<file path="src/rtl/decode_pkg.sv">
// decode_pkg: shared types and helpers for the decode stage.
//   opcode_e   - 4-bit instruction opcode
//   alu_ctrl_t - 3-bit ALU operation select
//   ctrl_t     - decoded control bundle carried into ID/EX
//   *_lsb()    - instruction field offsets as functions of INSTR_W/REG_ADDR_W
package decode_pkg;

    typedef enum logic [3:0] {
        OP_NOP  = 4'd0,
        OP_ADD  = 4'd1,
        OP_SUB  = 4'd2,
        OP_AND  = 4'd3,
        OP_OR   = 4'd4,
        OP_ADDI = 4'd5,
        OP_LW   = 4'd6,
        OP_SW   = 4'd7,
        OP_BEQ  = 4'd8
    } opcode_e;

    typedef enum logic [2:0] {
        ALU_ADD = 3'b000,
        ALU_SUB = 3'b001,
        ALU_AND = 3'b010,
        ALU_OR  = 3'b011
    } alu_ctrl_t;

    typedef struct packed {
        logic      RegWrite;
        logic      ALUSrc;
        logic      MemWrite;
        logic      ResultSrc;
        logic      Branch;
        logic      Illegal;
        alu_ctrl_t ALUControl;
    } ctrl_t;

    localparam ctrl_t CTRL_NONE = '0;

    // Field layout, MSB first: opcode[4] | rd | rs1 | rs2 | spare LSBs.
    function automatic int rd_lsb(input int iw, input int ra);
        return iw - 4 - ra;
    endfunction

    function automatic int rs1_lsb(input int iw, input int ra);
        return iw - 4 - 2 * ra;
    endfunction

    function automatic int rs2_lsb(input int iw, input int ra);
        return iw - 4 - 3 * ra;
    endfunction

    // Immediate spans rs2 plus the spare LSBs.
    function automatic int imm_w(input int iw, input int ra);
        return iw - 4 - 2 * ra;
    endfunction

    function automatic ctrl_t decode_op(input logic [3:0] op);
        ctrl_t c;
        c = CTRL_NONE;
        case (op)
            OP_NOP:  c = CTRL_NONE;
            OP_ADD:  begin c.RegWrite = 1'b1; c.ALUControl = ALU_ADD; end
            OP_SUB:  begin c.RegWrite = 1'b1; c.ALUControl = ALU_SUB; end
            OP_AND:  begin c.RegWrite = 1'b1; c.ALUControl = ALU_AND; end
            OP_OR:   begin c.RegWrite = 1'b1; c.ALUControl = ALU_OR;  end
            OP_ADDI: begin c.RegWrite = 1'b1; c.ALUSrc = 1'b1; end
            OP_LW:   begin c.RegWrite = 1'b1; c.ALUSrc = 1'b1; c.ResultSrc = 1'b1; end
            OP_SW:   begin c.ALUSrc = 1'b1; c.MemWrite = 1'b1; end
            OP_BEQ:  begin c.Branch = 1'b1; c.ALUControl = ALU_SUB; end
            default: c.Illegal = 1'b1;
        endcase
        return c;
    endfunction

endpackage

</file>
<file path="src/rtl/reg_file_p.sv">
// reg_file_p: NUM_REGS x DATA_W register file, r0 hardwired to zero.
//   clk, rst_n       - clock, async active-low clear of all entries
//   we_i/wa_i/wd_i   - write port (rising edge)
//   ra1_i/ra2_i      - combinational read addresses
//   rd1_o/rd2_o      - read data, with same-cycle write-through bypass
module reg_file_p #(
    parameter int DATA_W     = 22,
    parameter int REG_ADDR_W = 5,
    parameter int NUM_REGS   = 32
) (
    input  logic                  clk,
    input  logic                  rst_n,
    input  logic                  we_i,
    input  logic [REG_ADDR_W-1:0] wa_i,
    input  logic [DATA_W-1:0]     wd_i,
    input  logic [REG_ADDR_W-1:0] ra1_i,
    input  logic [REG_ADDR_W-1:0] ra2_i,
    output logic [DATA_W-1:0]     rd1_o,
    output logic [DATA_W-1:0]     rd2_o
);

    logic [DATA_W-1:0]                regs_q [NUM_REGS];
    logic [1:0][REG_ADDR_W-1:0]       ra;
    logic [1:0][DATA_W-1:0]           rdata;

    assign ra    = {ra2_i, ra1_i};
    assign rd1_o = rdata[0];
    assign rd2_o = rdata[1];

    // Entry 0 is never written, so it stays at its reset value of zero.
    always_ff @(posedge clk or negedge rst_n) begin
        if (!rst_n) begin
            for (int i = 0; i < NUM_REGS; i++) regs_q[i] <= '0;
        end else if (we_i && (wa_i != '0) && (int'(wa_i) < NUM_REGS)) begin
            regs_q[wa_i] <= wd_i;
        end
    end

    for (genvar p = 0; p < 2; p++) begin : g_rd
        always_comb begin
            rdata[p] = '0;
            if (ra[p] == '0 || int'(ra[p]) >= NUM_REGS) rdata[p] = '0;
            else if (we_i && wa_i == ra[p])            rdata[p] = wd_i;
            else                                        rdata[p] = regs_q[ra[p]];
        end
    end

endmodule

</file>
<file path="src/rtl/decode_stage_p.sv">
// decode_stage_p: instruction decode, register read, immediate extend,
// load-use hazard detection and ID/EX pipeline register.
//   clk, rst                        - clock, async active-low reset
//   InstrD/ValidD/PCD/PCPlus4D      - instruction from IF/ID
//   RegWriteW/RDW/ResultW           - writeback port into the register file
//   stall_i/flush_i                 - hold / bubble the ID/EX register
//   HazardStallD                    - combinational load-use stall request
//   *E outputs                      - registered ID/EX contents
module decode_stage_p
    import decode_pkg::*;
#(
    parameter int INSTR_W    = 20,
    parameter int DATA_W     = 22,
    parameter int REG_ADDR_W = 5,
    parameter int NUM_REGS   = 32
) (
    input  logic                  clk,
    input  logic                  rst,
    input  logic [INSTR_W-1:0]    InstrD,
    input  logic                  ValidD,
    input  logic [DATA_W-1:0]     PCD,
    input  logic [DATA_W-1:0]     PCPlus4D,
    input  logic                  RegWriteW,
    input  logic [REG_ADDR_W-1:0] RDW,
    input  logic [DATA_W-1:0]     ResultW,
    input  logic                  stall_i,
    input  logic                  flush_i,
    output logic                  HazardStallD,
    output logic                  ValidE,
    output logic                  RegWriteE,
    output logic                  ALUSrcE,
    output logic                  MemWriteE,
    output logic                  ResultSrcE,
    output logic                  BranchE,
    output logic                  IllegalE,
    output logic [2:0]            ALUControlE,
    output logic [DATA_W-1:0]     RD1_E,
    output logic [DATA_W-1:0]     RD2_E,
    output logic [DATA_W-1:0]     Imm_Ext_E,
    output logic [DATA_W-1:0]     PCE,
    output logic [DATA_W-1:0]     PCPlus4E,
    output logic [REG_ADDR_W-1:0] RS1_E,
    output logic [REG_ADDR_W-1:0] RS2_E,
    output logic [REG_ADDR_W-1:0] RD_E
);

    localparam int RD_LSB  = rd_lsb(INSTR_W, REG_ADDR_W);
    localparam int RS1_LSB = rs1_lsb(INSTR_W, REG_ADDR_W);
    localparam int RS2_LSB = rs2_lsb(INSTR_W, REG_ADDR_W);
    localparam int IMM_W   = imm_w(INSTR_W, REG_ADDR_W);

    typedef struct packed {
        logic                  valid;
        ctrl_t                 ctrl;
        logic [DATA_W-1:0]     rd1;
        logic [DATA_W-1:0]     rd2;
        logic [DATA_W-1:0]     imm;
        logic [DATA_W-1:0]     pc;
        logic [DATA_W-1:0]     pc4;
        logic [REG_ADDR_W-1:0] rs1;
        logic [REG_ADDR_W-1:0] rs2;
        logic [REG_ADDR_W-1:0] rd;
    } idex_t;

    logic [3:0]            op;
    logic [REG_ADDR_W-1:0] rd, rs1, rs2;
    logic [IMM_W-1:0]      imm;
    logic [DATA_W-1:0]     rd1, rd2;
    ctrl_t                 ctrl_d;
    logic                  use_rs2;
    idex_t                 idex_q, idex_d;

    assign op  = InstrD[INSTR_W-1 -: 4];
    assign rd  = InstrD[RD_LSB  +: REG_ADDR_W];
    assign rs1 = InstrD[RS1_LSB +: REG_ADDR_W];
    assign rs2 = InstrD[RS2_LSB +: REG_ADDR_W];
    assign imm = InstrD[IMM_W-1:0];

    reg_file_p #(
        .DATA_W     (DATA_W),
        .REG_ADDR_W (REG_ADDR_W),
        .NUM_REGS   (NUM_REGS)
    ) u_rf (
        .clk   (clk),
        .rst_n (rst),
        .we_i  (RegWriteW),
        .wa_i  (RDW),
        .wd_i  (ResultW),
        .ra1_i (rs1),
        .ra2_i (rs2),
        .rd1_o (rd1),
        .rd2_o (rd2)
    );

    assign ctrl_d  = ValidD ? decode_op(op) : CTRL_NONE;
    // rs2 is a real source only when the immediate is not used, or for stores.
    assign use_rs2 = !ctrl_d.ALUSrc || ctrl_d.MemWrite;

    // A stall or flush already takes over ID/EX, so no hazard bubble is needed.
    assign HazardStallD = idex_q.valid && idex_q.ctrl.RegWrite && idex_q.ctrl.ResultSrc
                       && (idex_q.rd != '0) && ValidD
                       && ((idex_q.rd == rs1) || (use_rs2 && idex_q.rd == rs2))
                       && !flush_i && !stall_i;

    always_comb begin
        idex_d = idex_q;
        if (flush_i) begin
            idex_d = '0;
        end else if (stall_i) begin
            idex_d = idex_q;
        end else if (HazardStallD) begin
            idex_d = '0;
        end else begin
            idex_d.valid = ValidD;
            idex_d.ctrl  = ctrl_d;
            idex_d.rd1   = rd1;
            idex_d.rd2   = rd2;
            idex_d.imm   = {{(DATA_W-IMM_W){imm[IMM_W-1]}}, imm};
            idex_d.pc    = PCD;
            idex_d.pc4   = PCPlus4D;
            idex_d.rs1   = rs1;
            idex_d.rs2   = rs2;
            idex_d.rd    = rd;
        end
    end

    always_ff @(posedge clk or negedge rst) begin
        if (!rst) idex_q <= '0;
        else      idex_q <= idex_d;
    end

    assign ValidE      = idex_q.valid;
    assign RegWriteE   = idex_q.ctrl.RegWrite;
    assign ALUSrcE     = idex_q.ctrl.ALUSrc;
    assign MemWriteE   = idex_q.ctrl.MemWrite;
    assign ResultSrcE  = idex_q.ctrl.ResultSrc;
    assign BranchE     = idex_q.ctrl.Branch;
    assign IllegalE    = idex_q.ctrl.Illegal;
    assign ALUControlE = idex_q.ctrl.ALUControl;
    assign RD1_E       = idex_q.rd1;
    assign RD2_E       = idex_q.rd2;
    assign Imm_Ext_E   = idex_q.imm;
    assign PCE         = idex_q.pc;
    assign PCPlus4E    = idex_q.pc4;
    assign RS1_E       = idex_q.rs1;
    assign RS2_E       = idex_q.rs2;
    assign RD_E        = idex_q.rd;

endmodule

</file>
<file path="config.mk">
export PLATFORM = sky130hd
export DESIGN_NAME = decode_stage_p
export DESIGN_NICKNAME = d
export VERILOG_FILES = /design/src/rtl/decode_pkg.sv /design/src/rtl/reg_file_p.sv /design/src/rtl/decode_stage_p.sv
export SDC_FILE = /design/constraint.sdc
export NUM_CORES = 1
export LEC_CHECK = 0
export CAP_MARGIN = 20
export CORE_MARGIN = 4
export CORE_UTILIZATION = 40
export DETAILED_ROUTE_END_ITERATION = 7
export PLACE_DENSITY = 0.63
export SETUP_SLACK_MARGIN = 0.5
export SLEW_MARGIN = 20
export SYNTH_ARGS = -nofsm -noshare
export SYNTH_HDL_FRONTEND = slang
export SYNTH_SLANG_ARGS = --single-unit
</file>
<file path="constraint.sdc">
create_clock -name clk -period 2 [get_ports clk]
set_input_delay 0.4 -clock clk [delete_from_list [all_inputs] [get_ports clk]]
set_output_delay 0.4 -clock clk [all_outputs]
set_load 0.01 [all_outputs]
</file>
Yosys cells after proc, flatten, opt, wreduce, memory -nomap -nowiden
Cells that the tools add are included.
Cells by class
  add/subtract/negate cells: 0
  multiply operators: 0
  div/mod/pow operators: 0
  order comparisons: 4
  equal/unequal tests: 13
  shift-type cells: 0
  muxes and demuxes: 24
  bitwise gates (word level): 3
  reduce and logical (&&, ||, !) cells: 26
Operators by type and width (count)
  $bwmux W704: 1
  $mux W135: 3
  $bmux W22 S5: 2
  $mux W22: 9
  $demux W22 S5: 1
  $eq A5 B5 Y1: 4
  $ge A6 B6 Y1 const B: 3
  $not A5 Y6: 3
  $eq A4 B3 Y1 const B: 4
  $logic_and A1 B1 Y1: 12
  $logic_not A5 Y1: 2
  $reduce_bool A5 Y1: 2
  $mux W9: 1
  $reduce_or A9 Y1: 1
  $eq A4 B2 Y1 const B: 2
  $lt A6 B1 Y1 const B: 1
  $mux W1: 6
  $pmux W2 S3: 1
  $reduce_or A6 Y1: 1
  $eq A4 B1 Y1 const B: 1
  $eq A4 B4 Y1 const B: 1
  $logic_not A4 Y1: 1
  $logic_not A1 Y1: 3
  $reduce_or A3 Y1: 1
  3 further kinds: 4
Word-level totals
  register bits after elaboration: 839
  latch bits: 0
  bits in writable memories: 0
  memory bits (read-only): 0
  bits of input ports: 97
  output and inout port bits: 136
  memories: 0

Depth between registers and ports, before layout
Gate-level depths: netlist (run 1).
  depth in word-level cells: 14
  mapped depth: 9

Modules after synthesis
Synthesis (run 1) repeated with hierarchy kept, for this count alone.
Unflattened totals
  cells, all modules: 3268
  area total of the unflattened synthesis: 41340.9 µm²
By module, submodules not included
  reg_file_p: instances 1, cells each 2950, area each 36932.9 µm², seq. area each 17616.9 µm²
  decode_stage_p: instances 1, cells each 318, area each 4408.0 µm², seq. area each 2827.7 µm²

Least setup slack after synthesis (run 1)
No wires, ideal clock.
  path kind: input to register
  from: input InstrD[6]
  to: register idex_q (netlist bit RD1_E[10])
  library setup time: 0.120 ns
  arrival time: 1.972 ns
  setup slack: -0.091 ns
  cell stages on the path: 7
  buffers on the path: 3
  cells stage by stage: buf_4 > buf_4 > buf_2 > mux4_2 > a21oi_1 > nand4_1 > and3_1
Between the ends
  cells in the longest elaborated chain, start to end: 9
RTL lines
  from (decl): line decode_stage_p.sv:19  | input logic [INSTR_W-1:0] InstrD,
  $not A5 Y6 (not written as such): line reg_file_p.sv:44  | else rdata[p] = regs_q[ra[p]];
  $bmux W22 S5: line reg_file_p.sv:44
  $mux W22 (not written as such) (2 in series): line reg_file_p.sv:44
  $mux W22: line reg_file_p.sv:43  | else if (we_i && wa_i == ra[p]) rdata[p] = wd_i;
  $mux W22: line reg_file_p.sv:42  | if (ra[p] == '0 || int'(ra[p]) >= NUM_REGS) rdata[p] = '0;
  $mux W135 *: line decode_stage_p.sv:111  | end else if (HazardStallD) begin
  $mux W135 *: line decode_stage_p.sv:109  | end else if (stall_i) begin
  $mux W135 *: line decode_stage_p.sv:107  | if (flush_i) begin
  to (signal assigned): line decode_stage_p.sv:129  | else idex_q <= idex_d;
  to (decl): line decode_stage_p.sv:71  | idex_t idex_q, idex_d;
Mark *: on every way between the ends. The rest lies on a longest branch, timed or not. The select of a mux whose other input is x is not followed.
A chain may end at the register's enable or synchronous reset.

Final worst setup path (run 1)
  from: register idex_q (netlist bit RD_E[1])
  to: output HazardStallD
Between the ends
  cells in the longest elaborated chain, start to end: 6
RTL lines
  $eq A5 B5 Y1 / $reduce_bool A5 Y1 (equally long branches): line decode_stage_p.sv:102, decode_stage_p.sv:101
  $logic_and A1 B1 Y1, on equally long branches: line decode_stage_p.sv:102, decode_stage_p.sv:101
  $logic_or A1 B1 Y1 / $logic_and A1 B1 Y1 (equally long branches): line decode_stage_p.sv:102, decode_stage_p.sv:101
  $logic_and A1 B1 Y1 *: line decode_stage_p.sv:102  | && ((idex_q.rd == rs1) || (use_rs2 && idex_q.rd == rs2))
  $logic_and A1 B1 Y1 * (2 in series): line decode_stage_p.sv:103  | && !flush_i && !stall_i;
  to (decl): line decode_stage_p.sv:28  | output logic HazardStallD,
Mark *: on every way between the ends. The rest lies on a longest branch, timed or not.

==> out/results.ini, run 1 <==
[grt]
first_global_vias = 31480
grt_antenna_before_repair = 3
grt_usage = 0.2615
grt_use_met2 = 0.4032
grt_overflow = 0
grt_pass1_wl_mm = 218.1
grt.busiest_layer = met2
grt_max_degree = 78
grt.met3_usage = 0.05754
grt_util_met1 = 0.3664

[clock_tree]
clock_sinks = 817
cts.clk_slew.worst_paths_ns = 0.06
cts-root-buf = clkbuf_16
numCtsBuffers = 91
max-clock-path-buffers = 3
htreeDepth = 3
cts_tree = built
worstSkewPairLatency_ns = 0.68

[logic_synthesis]
synth-edff-count = 0
syn_inst = 3083
yosysWarnings = 0
syn_nets = 3180
async_flop_share = 1.000
synth_seq_cells = 817
syn_avg_cell_area_um2 = 13.77
yosysSeqAreaShare = 0.4815
syn_area_mm2 = 0.04246
ys.flop_type = dfrtp_1
yosysUniqueCellTypes = 50

[floorplanning]
coreArea_mm2 = 0.1054
die_area_mm2 = 0.1114
die_y_um = 333.8
dieWidth_um = 333.8
num_rows = 119
start_util = 0.4028
ioPinCount = 233

[power]
p_sw_frac = 0.2746
p_sw_uw = 13540
power_density_mw_per_mm2 = 884.3
finalPower_uw = 49310
p_seq_frac = 0.439
max-vdd-ir-drop_mv = 0.6186
p_leak_uw = 0.02482
clkPwrFrac = 0.347
pwr-share-comb = 0.214
internal-power_uw = 35770

[routing]
viasPerCell = 6.124
ant_nets = 0
drtIter0Drc = 3015
wl_per_cell_um = 29.54
totalWireLength_mm = 149.9
firstDrtPassIters = 5
drc = 0
vias = 31070

[min_path]
hold_class = in -> async

[sta]
fin_skew_ns = 0.02145
slew_viol_final = 0
fin_crit_sh = 1.276
fin_ws_ns = -0.5515
hold_viol = 0
slew_headroom = 0.2958
rsz0062_at_grt = true
finalSetupViolations = 120
min_period_ns = 2.551
worst_pin_slew_ns = 1.054
tns_ns = -35.16
fmax_ghz = 0.3919

[finish]
num-fill-cells = 8701
layout-drive-gt1-share = 0.5284
layout_common_cells = dfrtp_1, mux2_2, buf_4
num-nets-final = 3704
final_common_cell = dfrtp_1
finalNonFillerCells = 5073
area_growth_pct = 31.30
final_cell_area_mm2 = 0.05575

[run]
max-cap-violations = 0

[placed_design]
hpwl_mm = 98.76
place_inst = 4792
gp_congestion = 0.8735
dpl-instance-area_mm2 = 0.05105
numPortBuffers = 231

[worst_setup_path]
path_cells = or4_4 -> o21ai_4 -> a21oi_4 -> buf_12 -> buf_6
arrival_ns = 2.15
endpoint_kind = output pin
startpoint_type = flip-flop
max_stage_delay_ns = 0.54
critPathRequiredTime_ns = 1.60
critPathMaxFanout = 4
path_class = reg -> out
critPathSlowestCell = or4_4

[status]
violations = negative setup slack
status = finished with violations

## registers in the layout (all words and copies together), names as in the netlist, 2 cells and up
signal and flops:
RD_E 5, PCPlus4E 22, ALUControlE 2, RD2_E 22, RS1_E 5, Imm_Ext_E 6, PCE 22, RD1_E 22
u_rf.regs_q 704
## power groups by stage
stage          combinational (uW)  clock (uW)  sequential [uW]
2_1_floorplan                7020           0            21000
3_3_place_gp                10000           0            21700
3_5_place_dp                10200           0            21800
4_1_cts                     10400       17400            21500
5_1_grt                     11200       18100            21900
6_report                    10500       17100            21600
## cells by family (layout without fill, tap and decap cells)
logic type / count (synthesis) / after routing / share of synthesized area
buffers and inverters: 358 / 956 / 0.03919
muxes: 1100 / 1100 / 0.3643
DFF: 817 / 817 / 0.4815
AOI/OAI and AO/OA: 386 / 386 / 0.06597
xor gates and xnor gates: 21 / 21 / 0.004332
other: 1 / 2 / 0.00008831
and+or+nand+nor: 400 / 400 / 0.04464
## cell usage after synthesis (5+ instances only)
master       n  area share
dfrtp_1    817        0.48
mux2_2     704        0.19
mux4_2     286        0.15
nand2_1    218       0.019
clkbuf_1   179       0.016
mux2i_1    110       0.026
a22o_1     108       0.022
buf_2       88       0.010
o21ai_0     68      0.0080
nand4_1     47      0.0069
nor2_1      45      0.0040
a21oi_1     44      0.0052
a221oi_1    44      0.0091
buf_4       44      0.0078
buf_1       38      0.0034
and3_1      25      0.0037
nor3b_1     25      0.0044
o31ai_1     23      0.0041
a31oi_1     22      0.0032
o2111ai_1   22      0.0045
o21a_1      22      0.0039
o22ai_1     22      0.0032
xor2_1      13      0.0027
nor2b_1     10      0.0015
xnor2_1      8      0.0017
nor3_1       7     0.00082
buf_6        6      0.0016
nand3_1      6     0.00071
a32o_1       5      0.0012
## repair_timing
item | in CTS | in global routing
endpoints found under the setup margin | 930 | 702
hold endpoints to repair | 138 | 0
gates cloned | 11 | 9
hold buffers | 1 | 0
setup buffers | 54 | 38
pin swaps | 18 | 34
resized for setup | 761 | 63
## per-stage QoR
stage / setup WS, ns / hold slack (ns) / util
3_5_place_dp: -0.8032 / 0.3318 / 0.4843
4_1_cts: -0.5859 / 0.2140 / 0.5217
3_3_place_gp: -0.8477 / 0.3323 / 0.4843
2_1_floorplan: 0.09344 / 0.1044 / -
6_report: -0.5515 / 0.2346 / 0.5289
5_1_grt: -0.5972 / 0.2514 / 0.5289
## path summary, 6_finish.rpt
path,endpoint,from,cells after the start,slack [ns]
worst max-delay path,HazardStallD,RD_E[1],5,-0.55
worst min-delay path,u_rf.regs_q[77],rst,2,0.23
worst max register to register,PCPlus4E[16],RD_E[1],11,-0.47
worst min register to register,u_rf.regs_q[686],u_rf.regs_q[686],0,0.40
max in group asynchronous,u_rf.regs_q[370],rst,4,0.85
min in group clk,RS1_E[2],InstrD[8],3,0.25
## metal layers
layer | vias to the layer above | share of wire | routed length, um
li1 | 12800 | - | -
met1 | 16480 | 0.41 | 61980
met2 | 1458 | 0.46 | 69110
met3 | 329 | 0.086 | 12820
met4 | 2 | 0.040 | 5931
met5 | - | 0.000087 | 13
## final cells by class
class / instances / area (um2) / area share
multi-input cells: 1908 / 21560 / 0.3867
repair buffers: 786 / 8931 / 0.1602
clock buffers: 138 / 2714 / 0.04867
flip-flops and latches: 817 / 20470 / 0.3671
diodes: 1 / 2.502 / 0.00004488
clock inverters: 29 / 329.1 / 0.005902
well taps: 1391 / 1740 / 0.03122
inverters: 3 / 11.26 / 0.0002020
## worst max-delay path: cells and delay by family, from the launching register on
family | cells | cell delay [ns]
AND/OR/NAND/NOR | 1 | 0.54
flip-flops | 1 | 0.44
buffers and inverters | 2 | 0.27
AO/OA/AOI/OAI | 2 | 0.22
(Power assumes the default switching activity.)
==> run 2, diff against run 1 <==
- GPL_TIMING_DRIVEN: not set -> 0
==> out/results.ini, run 2 (synthesis gave the netlist of run 1 again) <==
[routing]
totalWireLength_mm = 149.6  ; -0.20%
vias = 30410  ; -2.1%
firstDrtPassIters = 7  ; +2
drtIter0Drc = 2958  ; -1.9%
drc = 0  ; unchanged
viasPerCell = 6.171  ; +0.78%
ant_nets = 0  ; unchanged
wl_per_cell_um = 30.35  ; +2.7%

[power]
power_density_mw_per_mm2 = 924.7  ; +4.6%
clkPwrFrac = 0.342  ; -0.005
p_leak_uw = 0.02289  ; -7.8%
internal-power_uw = 34830  ; -2.6%
p_sw_uw = 13560  ; +0.13%
pwr-share-comb = 0.211  ; -0.003
p_seq_frac = 0.447  ; +0.008
max-vdd-ir-drop_mv = 0.7507  ; +21%
p_sw_frac = 0.2802  ; +0.005565

[sta]
fin_skew_ns = 0.02695  ; +0.005500 ns
hold_viol = 0  ; unchanged
min_period_ns = 2.651  ; +0.09960 ns
slew_headroom = 0.2663  ; -0.02957
fmax_ghz = 0.3772  ; -3.8%
rsz0062_at_grt = true
fin_crit_sh = 1.326  ; +0.04980
worst_pin_slew_ns = 1.101  ; +0.04659 ns
slew_viol_final = 0  ; unchanged
fin_ws_ns = -0.6511  ; -0.09960 ns
finalSetupViolations = 131  ; +9.2%
tns_ns = -51.67  ; -16.50 ns
fin_hold_ws_ns = 0.1251  ; -0.1095 ns

[clock_tree]
htreeDepth = 3  ; unchanged
cts-root-buf = clkbuf_16
max-clock-path-buffers = 3  ; unchanged
worstSkewPairLatency_ns = 0.66  ; -0.02 ns
cts.clk_slew.worst_paths_ns = 0.06  ; about the same
cts_tree = built
numCtsBuffers = 88  ; -3.3%
clock_sinks = 817  ; unchanged

[status]
status = finished with violations
violations = negative setup slack

[finish]
largest-register = u_rf.regs_q
num-nets-final = 3564  ; -3.8%
regArea_mm2 = 0.02048  ; about the same
largest_reg_flops = 704  ; unchanged
num-fill-cells = 9191  ; +5.6%
layout_common_cells = dfrtp_1, mux2_2, mux4_2
final_cell_area_mm2 = 0.05233  ; -6.1%
area_growth_pct = 23.24
finalNonFillerCells = 4928  ; -2.9%
layout-drive-gt1-share = 0.4737  ; -0.05469
final_common_cell = dfrtp_1
multi_input_area_mm2 = 0.02153  ; -0.14%

[placed_design]
dpl-instance-area_mm2 = 0.04778  ; -6.4%
place_inst = 4698  ; -2.0%
gp_congestion = 1.007  ; +15%
hpwl_mm = 109.8  ; +11%
numPortBuffers = 218  ; -5.6%
post-place-ws_ns = -1.832  ; -1.029 ns

[worst_setup_path]
worst_r2r_path_depth = 11  ; unchanged
endpoint_kind = output pin
max_stage_delay_ns = 0.48  ; -0.06 ns
path_class = reg -> out
startpoint_type = flip-flop
critPathRequiredTime_ns = 1.60  ; about the same
ff2ff_setup_slack_ns = -0.55  ; -0.08 ns
critPathMaxFanout = 4  ; unchanged
timing.rr.start = RD_E[3]
path_cells = buf_6 -> or4_4 -> o21ai_4 -> a21oi_4 -> buf_6 -> buf_6
timing.rr.end = RD2_E[8]
arrival_ns = 2.25  ; +0.10 ns
crit_path_frequent_cell = buf_6
critPathSlowestCell = or4_4

[min_path]
hold_end = IllegalE
hold_start = InstrD[16]
hold_class = in -> reg
min_delay_path_depth = 3

[grt]
grt_antenna_before_repair = 1  ; -2
grt_max_degree = 148  ; +90%
grt_pass1_wl_mm = 215.1  ; -1.4%
grt_overflow = 0  ; unchanged
grt_usage = 0.2624  ; +0.0009194
first_global_vias = 30880  ; -1.9%

[floorplanning]
ioPinCount = 233  ; unchanged
die_area_mm2 = 0.1114  ; unchanged
die_y_um = 333.8  ; unchanged
coreArea_mm2 = 0.1054  ; unchanged
num_rows = 119  ; unchanged
start_util = 0.4028  ; unchanged
dieWidth_um = 333.8  ; unchanged

[run]
max-cap-violations = 0  ; unchanged

[run 2: layer usage]
layer / global-route usage / wire length [um]
met1: 0.3594 / 62100
met2: 0.4111 / 69100
met3: 0.05412 / 11670
met4: 0.1066 / 6691
met5: 0 / 0
[run 2: worst max path at each step]
stage	cells after the start	startpoint	slack, ns	endpoint
after floorplan	7	RD_E[1]	0.09	Imm_Ext_E[4]
after global placement	1	rst	-40.77	RD_E[1]
after detailed placement	7	stall_i	-1.83	Imm_Ext_E[0]
after CTS	6	RD_E[1]	-0.68	HazardStallD
after global routing	6	RD_E[3]	-0.70	HazardStallD
final	6	RD_E[3]	-0.65	HazardStallD
[run 2: layout make-up]
| class | count | share of cell area |
|---|---|---|
| clock buffers | 132 | 0.05066 |
| inverters | 3 | 0.0002391 |
| plain buffers | 355 | 0.04942 |
| flip-flops and latches | 817 | 0.3913 |
| diodes | 1 | 0.00004782 |
| clock inverters | 27 | 0.004543 |
| well taps | 1391 | 0.03326 |
| repair buffers | 294 | 0.05915 |
| multi-input cells | 1908 | 0.4114 |
[run 2: critical path: cells and delay by family (launching register included)]
kind | cells | cell delay, ns
AOI/OAI and AO/OA | 2 | 0.27
buffers and inverters | 3 | 0.40
DFF | 1 | 0.44
and+or+nand+nor | 1 | 0.48
[run 2: power groups by stage]
| stage | Sequential (uW) | Clock, uW | Combinational, uW |
|---|---|---|---|
| 2_1_floorplan | 21000 | 0 | 7020 |
| 3_3_place_gp | 21800 | 0 | 9530 |
| 3_5_place_dp | 21800 | 0 | 9910 |
| 4_1_cts | 21500 | 16800 | 10100 |
| 5_1_grt | 21900 | 17400 | 10800 |
| 6_report | 21600 | 16600 | 10200 |
[run 2: metrics by stage]
step	util	total power (uW)
after floorplan	-	28050
after global placement	0.4515	31320
after detailed placement	0.4532	31680
after CTS	0.4909	48390
after global routing	0.4964	50110
final	0.4964	48390
[run 2: what timing repair did]
action / 4_1_cts / 5_1_grt
resized for setup: 828 / 153
hold endpoints to repair: 39 / 275
endpoints found under the setup margin: 926 / 1185
pin swaps: 6 / 27
gates cloned: 3 / 6
buffers inserted: 44 / 15
hold buffers: 2 / 1
